[config.mk]
export PLATFORM = sky130hd
export DESIGN_NAME = ext_irq_ctrl
export DESIGN_NICKNAME = d
export VERILOG_FILES = /design/src/rtl/ext_irq_ctrl.sv
export SDC_FILE = /design/constraint.sdc
export NUM_CORES = 1
export LEC_CHECK = 0
export ABC_AREA = 1
export CELL_PAD_IN_SITES_DETAIL_PLACEMENT = 1
export CELL_PAD_IN_SITES_GLOBAL_PLACEMENT = 2
export CORE_MARGIN = 2
export CORE_UTILIZATION = 25
export DETAILED_ROUTE_END_ITERATION = 7
export PLACE_DENSITY = 0.76
export SLEW_MARGIN = 20
export SYNTH_ARGS = -nofsm -noshare
export SYNTH_HDL_FRONTEND = slang
export SYNTH_SLANG_ARGS = --single-unit
[constraint.sdc]
create_clock -name clk_i -period 1.42 [get_ports clk_i]
set_clock_uncertainty 0.05 [all_clocks]
set_input_delay 0.284 -clock clk_i [delete_from_list [all_inputs] [get_ports clk_i]]
set_output_delay 0.284 -clock clk_i [all_outputs]
set_load 0.02 [all_outputs]
[src/rtl/ext_irq_ctrl.sv]
`default_nettype none
// ============================================================================
//  Module      : ext_irq_ctrl
//  Description : External interrupt controller. Synchronises up to NUM_SRC
//                peripheral interrupt lines, latches them as pending (edge or
//                level per source), presents the lowest-ID enabled pending
//                source to the core on meip_o and holds it until irq_ack_i.
//                A word-addressed register port exposes ENABLE, PENDING,
//                EDGE and CLAIM.
//  Revision    : 1.0 - initial release
// ----------------------------------------------------------------------------
//  Ports
//    clk_i        in   1        clock, rising edge
//    reset_i      in   1        synchronous reset, active low
//    src_i        in   NUM_SRC  asynchronous interrupt lines, active high
//    meip_o       out  1        machine external interrupt request
//    irq_ack_i    in   1        acknowledge from the core
//    irq_id_o     out  5        ID being requested, 0 = none
//    reg_we_i     in   1        register write strobe
//    reg_addr_i   in   2        0=ENABLE 1=PENDING 2=EDGE 3=CLAIM
//    reg_wdata_i  in   32       register write data
//    reg_rdata_o  out  32       registered read data
// ============================================================================
module ext_irq_ctrl #(
    parameter int NUM_SRC = 8
) (
    input  logic               clk_i,
    input  logic               reset_i,
    input  logic [NUM_SRC-1:0] src_i,
    output logic               meip_o,
    input  logic               irq_ack_i,
    output logic [4:0]         irq_id_o,
    input  logic               reg_we_i,
    input  logic [1:0]         reg_addr_i,
    input  logic [31:0]        reg_wdata_i,
    output logic [31:0]        reg_rdata_o
);

    localparam logic [1:0] c_ST_IDLE = 2'd0;
    localparam logic [1:0] c_ST_REQ  = 2'd1;
    localparam logic [1:0] c_ST_GAP  = 2'd2;

    localparam logic [1:0] c_ADDR_ENABLE  = 2'd0;
    localparam logic [1:0] c_ADDR_PENDING = 2'd1;
    localparam logic [1:0] c_ADDR_EDGE    = 2'd2;
    localparam logic [1:0] c_ADDR_CLAIM   = 2'd3;

    logic [NUM_SRC-1:0] r_s1;
    logic [NUM_SRC-1:0] r_s2;
    logic [NUM_SRC-1:0] r_s2_d;
    logic [NUM_SRC-1:0] r_enable;
    logic [NUM_SRC-1:0] r_edge;
    logic [NUM_SRC-1:0] r_pending;
    logic [1:0]         r_state;
    logic [4:0]         r_irq_id;
    logic [31:0]        r_rdata;

    logic [NUM_SRC-1:0] w_event;
    logic [NUM_SRC-1:0] w_req;
    logic [NUM_SRC-1:0] w_ack_clr;
    logic [NUM_SRC-1:0] w_w1c;
    logic [4:0]         w_win_id;
    logic               w_ack_fire;
    logic [1:0]         w_state_nxt;
    logic [31:0]        w_rdata;
    logic               w_unused_wdata;

    // Upper write-data bits have no storage behind them.
    assign w_unused_wdata = ^reg_wdata_i[31:NUM_SRC];

    // Per-source set event: rising edge or level depending on EDGE bit.
    assign w_event = (r_edge & r_s2 & ~r_s2_d) | (~r_edge & r_s2);
    assign w_req   = r_pending & r_enable;

    assign w_ack_fire = (r_state == c_ST_REQ) && irq_ack_i;

    assign w_w1c = (reg_we_i && (reg_addr_i == c_ADDR_PENDING))
                   ? reg_wdata_i[NUM_SRC-1:0] : '0;

    // Lowest index wins: scan downward so the last hit is the lowest bit.
    always_comb begin
        w_win_id = '0;
        for (int i = NUM_SRC - 1; i >= 0; i--) begin
            if (w_req[i]) begin
                w_win_id = 5'(i + 1);
            end
        end
    end

    // One-hot clear of the source being acknowledged.
    always_comb begin
        w_ack_clr = '0;
        for (int i = 0; i < NUM_SRC; i++) begin
            w_ack_clr[i] = w_ack_fire && (r_irq_id == 5'(i + 1));
        end
    end

    // ------------------------------------------------------------------
    // Request FSM
    // ------------------------------------------------------------------
    always_ff @(posedge clk_i) begin
        if (!reset_i) begin
            r_state <= c_ST_IDLE;
        end else begin
            r_state <= w_state_nxt;
        end
    end

    always_comb begin
        w_state_nxt = r_state;
        case (r_state)
            c_ST_IDLE: if (w_win_id != 5'd0) w_state_nxt = c_ST_REQ;
            c_ST_REQ:  if (irq_ack_i)        w_state_nxt = c_ST_GAP;
            c_ST_GAP:                         w_state_nxt = c_ST_IDLE;
            default:                          w_state_nxt = c_ST_IDLE;
        endcase
    end

    // ID is captured on entry to REQ and dropped on the acknowledge, so it
    // stays frozen while requesting even if the source is masked/cleared.
    always_ff @(posedge clk_i) begin
        if (!reset_i) begin
            r_irq_id <= '0;
        end else if ((r_state == c_ST_IDLE) && (w_win_id != 5'd0)) begin
            r_irq_id <= w_win_id;
        end else if (w_ack_fire || (r_state != c_ST_REQ)) begin
            r_irq_id <= '0;
        end
    end

    assign meip_o   = (r_state == c_ST_REQ);
    assign irq_id_o = r_irq_id;

    // ------------------------------------------------------------------
    // Synchronisers and configuration / pending registers
    // ------------------------------------------------------------------
    always_ff @(posedge clk_i) begin
        if (!reset_i) begin
            r_s1      <= '0;
            r_s2      <= '0;
            r_s2_d    <= '0;
            r_enable  <= '0;
            r_edge    <= '0;
            r_pending <= '0;
        end else begin
            r_s1   <= src_i;
            r_s2   <= r_s1;
            r_s2_d <= r_s2;
            if (reg_we_i && (reg_addr_i == c_ADDR_ENABLE)) begin
                r_enable <= reg_wdata_i[NUM_SRC-1:0];
            end
            if (reg_we_i && (reg_addr_i == c_ADDR_EDGE)) begin
                r_edge <= reg_wdata_i[NUM_SRC-1:0];
            end
            // Set is OR-ed in after the clear so a coincident event wins.
            r_pending <= (r_pending & ~(w_ack_clr | w_w1c)) | w_event;
        end
    end

    // ------------------------------------------------------------------
    // Read port
    // ------------------------------------------------------------------
    always_comb begin
        w_rdata = '0;
        case (reg_addr_i)
            c_ADDR_ENABLE:  w_rdata = {{(32-NUM_SRC){1'b0}}, r_enable};
            c_ADDR_PENDING: w_rdata = {{(32-NUM_SRC){1'b0}}, r_pending};
            c_ADDR_EDGE:    w_rdata = {{(32-NUM_SRC){1'b0}}, r_edge};
            c_ADDR_CLAIM:   w_rdata = {27'd0, r_irq_id};
            default:        w_rdata = '0;
        endcase
    end

    always_ff @(posedge clk_i) begin
        if (!reset_i) begin
            r_rdata <= '0;
        end else begin
            r_rdata <= w_rdata;
        end
    end

    assign reg_rdata_o = r_rdata;

endmodule
`default_nettype wire

# == Word level (Yosys, flattened, before mapping) ==
# Cells that the tools add are included.
# word_totals
register_bits,87
latchBits,0
mem_bits_rw,0
rom_bits,0
inputBits,46
output_inout_bits,38
elab_cells,69
mem_count,0
# classes
addsub,0
n_mul,0
div_mod_pow,0
order_cmp,0
eq_ne,15
shift,0
n_mux,15
bitwise,11
n_reduce_logical,19
# op_table
operator,n
32-bit case mux with 4 select lines,1
5-bit two-way mux,9
8-bit bitwise AND,5
8-bit inverter,3
8-bit OR,3
"5-bit by 3-bit equality test with 1-bit output, second input constant",4
1-bit logical AND,13
"5-bit by 2-bit equality test with 1-bit output, second input constant",2
8-bit two-way mux,1
"5-bit by 1-bit equality test with 1-bit output, second input constant",1
"5-bit by 4-bit equality test with 1-bit output, second input constant",1
5-bit nonzero test,1
"2-bit by 1-bit equality test with 1-bit output, second input constant",2
"2-bit equality test, second input constant",2
2-bit zero test,2
2-bit two-way mux,2
4-bit two-way mux,1
"2-bit by 1-bit != test with 1-bit output, second input constant",2
2-bit case mux with 2 select lines,1
"2-bit != test, second input constant",1
2-bit AND reduction,1
2-bit nonzero test,1
1-bit logical OR,1

# == Logic depth before layout (Yosys ltp) ==
# depth
ltp_word,12
depth_mapped,11
depth_no_buf,11

# == Worst setup path after synthesis ==
# Ideal clock, no wire load.
# synth_path
path_kind,register -> register
from,register r_state[1]
to,register r_pending[3]
setup_ns,0.116
arrival_time_ns,1.080
required_time_ns,1.254
setup_slack_ns,0.174
path_stages_with_launch,8
path_buffers,0
synth_period_minus_slack_ns,1.246
cell_sequence,dfxtp_1 inv_1 nand2_1 inv_1 nand2_1 nor3_1 a21boi_0 a31o_1
# synth_via
elab_chain_cells,7
# synth_rtl
item,line,text
"start, declared",54,logic [1:0] r_state;
"start signal, assigned",103,r_state <= c_ST_IDLE;
"start signal, assigned",105,r_state <= w_state_nxt;
2-bit by 1-bit equality test with 1-bit output,-,
named net meip_o,30,"output logic meip_o,"
1-bit logical AND,75,assign w_ack_fire = (r_state == c_ST_REQ) && irq_ack_i;
1-bit logical AND,94,w_ack_clr[i] = w_ack_fire && (r_irq_id == 5'(i + 1));
8-bit OR,156,r_pending <= (r_pending & ~(w_ack_clr | w_w1c)) | w_event;
8-bit inverter,156,
8-bit bitwise AND,156,
8-bit OR,156,
"end signal, assigned",156,
"end, declared",53,logic [NUM_SRC-1:0] r_pending;
# The timed path passes the listed nets, and every way through them passes these cells.
# A chain may end at the register's enable or synchronous reset.

# == Worst setup path in the final report ==
# layout_path
from,register r_irq_id[3] (netlist: irq_id_o[3])
to,output port irq_id_o[3]
# layout_lines
item,line,text
"start, declared",55,logic [4:0] r_irq_id;
"start signal, assigned",125,r_irq_id <= w_win_id;
"end, declared",32,"output logic [4:0] irq_id_o,"
# No word-level cell between the ends.

==> run_results.csv <==
group,metric,value,unit
setup_path,path_cells,"dlygate4sd2_1",
global_route,antenna_found_initial,0,
synth,postSynthAreaPerCell,7.69,sq um
synth,synth_flop_cell,"dfxtp_1",
detailed_routing,avgRoutedWirePerCell,12.7,um
cells_and_area,area_growth,30.8,%
die,fp.dieH,106,um
worst_hold_path,hp-class,"flip-flop to flip-flop",
job,drv_cap,0,
setup_path,slowest_stage,"dfxtp_1",
synth,ys_warn_count,0,
synth,synth_top_area_frac,0.474,
synth,ys_types,28,
sta,min_period,1.35,ns
setup_path,r2r-end,"r_pending[5]",
synth,syn_inst,340,
clock_tree,hold_buffers,0,
setup_path,end_kind,"primary output",
detailed_routing,wirelength,6.90,mm
setup_path,crit_family,"flip-flops",
global_route,grt_max_degree,32,
global_route,grt.total_usage,0.129,
power,peakVddDrop,0.430,mV
detailed_routing,dr.pass1.iters,4,
sta,hold_viol,0,
placement,dpl_worst_slack,-0.360,ns
clock_tree,clkLatencyLatePin,0.33,ns
setup_path,r2r-start,"irq_id_o[3]",
setup_path,critical_path_class,"flip-flop to primary output",
sta,final_max_slew_viol_count,0,
worst_hold_path,min_path_cells,2,
synth,synth_area_leaders,"dfxtp_1 47%, nand2_1 10%, inv_1 7.6%",
clock_tree,clk_pin_slew,0.07,ns
die,core_area,0.0102,sq mm
detailed_routing,ant_nets,0,
clock_tree,cts.htree.levels,3,
die,placementRows,37,
synth,syn_area,0.00262,sq mm
clock_tree,cts_tree,"yes",
cells_and_area,drive_above_1_share,0.175,
worst_hold_path,hold_end,"r_s2[4]",
synth,yosys.area.top_type,"dfxtp_1",
setup_path,crit_buf_inv,1,
detailed_routing,drc,0,
sta,layout_setup_ws,0.0742,ns
die,dieWidth,106,um
detailed_routing,viasPerCell,4.13,
power,leakage,1.73,nW
placement,io_buffers,34,
cells_and_area,diodes,0,
global_route,overflow,0,
global_route,grt_pass1_wl,11.0,mm
die,die-area,0.0113,sq mm
synth,synth-seq-cells,62,
clock_tree,cts_buffers,9,
setup_path,max_stage_delay,0.34,ns
setup_path,crit_path_start_kind,"flip-flop",
detailed_routing,drt_iter0_markers,104,
run_status,outcome,"finished, final reports clean",
synth,yosysSeqAreaShare,0.474,
setup_path,r2r_slack,0.12,ns
cells_and_area,multiInputGateArea,0.00102,sq mm
sta,setup_viol,0,
setup_path,reg2regPathDepth,4,
clock_tree,cts-root-buf,"clkbuf_8",
synth,ys_async_sr_fraction,0,
setup_path,crit_arrival,1.01,ns
cells_and_area,layout_common_cells,"63 x nand2_1, 56 x dfxtp_1, 51 x inv_1",
cells_and_area,seqCellArea,0.00125,sq mm
placement,dpl.hpwl,5.26,mm
cells_and_area,fin_nets,447,
setup_path,cp_max_fo,2,
worst_hold_path,hp-start,"r_s1[4]",
cells_and_area,mostFrequentLayoutCell,"nand2_1",
sta,hold_slack,0.363,ns
die,initial_utilization,0.256,
cells_and_area,fillCellCount,1262,
clock_tree,clkSinkCount,62,
synth,synth_edf_count,0,
power,power_density,1120,mW/mm^2
sta,fin_crit_sh,0.948,
placement,gp_congestion,0.859,
setup_path,required,1.09,ns
global_route,grt_pass1_vias,2201,
clock_tree,cts.path.max_buffers,2,
detailed_routing,vias,2236,
die,io_pins,84,
sta,max_freq,743,MHz
## stage by stage
stage	total power (W)	instance area, sq um	util	setup TNS (ns)	cells
after detailed placement	0.00235	3210	0.314	-10.29	526
after global placement	0.00235	3210	0.314	-8.74	526
after floorplan	0.00218	2710	-	0	364
after global routing	0.00402	3420	0.334	-0.00480	541
final	0.00383	3420	0.334	0	541
after CTS	0.00389	3380	0.330	0	541
## repair_timing
action                     in CTS  in global routing
cloned                          0                  0
hold endpoints to repair        0                  0
resized for setup              17                 20
setup endpoints to repair      16                 24
setup buffers                   0                  0
## cells in the mapped netlist, types with 2 or more instances
library cell / n
nor2_1: 21
nand2_1: 70
nand4_1: 7
o21ai_0: 17
o21ai_1: 5
buf_2: 4
nor3_1: 2
buf_4: 25
a41o_1: 6
clkbuf_1: 2
nand3_1: 13
o22ai_1: 3
nor2_4: 3
buf_6: 2
a21oi_1: 25
inv_2: 7
inv_1: 53
a221oi_1: 4
dfxtp_1: 62
## layer usage
| layer | GRT usage | routed length [um] | vias to the layer above |
|---|---|---|---|
| li1 | - | - | 1149 |
| met1 | 0.161 | 3230 | 1027 |
| met2 | 0.207 | 3240 | 50 |
| met3 | 0.0392 | 288 | 10 |
| met4 | 0.0489 | 142 | 0 |
| met5 | 0 | 0 | - |
## worst max path at each step
stage | start | endpoint | slack (ns) | cells past startpoint
floorplan | r_state[1] | r_pending[3] | 0.17 | 7
global placement | reg_addr_i[0] | r_pending[0] | -0.33 | 7
detailed placement | reg_addr_i[1] | r_pending[6] | -0.36 | 7
CTS | reg_addr_i[0] | r_pending[0] | 0.007 | 7
global route | r_pending[5] | irq_id_o[3] | -0.005 | 10
finish | irq_id_o[3] | irq_id_o[3] | 0.07 | 1
## state kept, by name, indices dropped and copies added, names as in the netlist
name         flops
irq_id_o         4
r_edge           8
r_enable         8
r_pending        8
r_s1             8
r_s2             8
r_s2_d           8
r_state          2
reg_rdata_o      8
## power by group
part           switching (W)  internal (W)
clock               0.000677      0.000843
sequential         0.0000405       0.00182
combinational       0.000271      0.000181
## cell families after synthesis
logic type	count (synthesis)	synth area share
buffers and inverters	95	0.180
AO/OA/AOI/OAI	63	0.143
flip-flops	62	0.474
AND/OR/NAND/NOR	119	0.201
other	1	0.00143
## layout make-up
cell class / count / area share
Tap cell: 136 / 0.0497
Clock buffer: 11 / 0.0413
Inverter: 60 / 0.0658
Clock inverter: 4 / 0.0139
Sequential cell: 62 / 0.366
Timing Repair Buffer: 61 / 0.166
Multi-Input combinational cell: 207 / 0.297
Note: power is estimated with default switching activity, not from simulation.
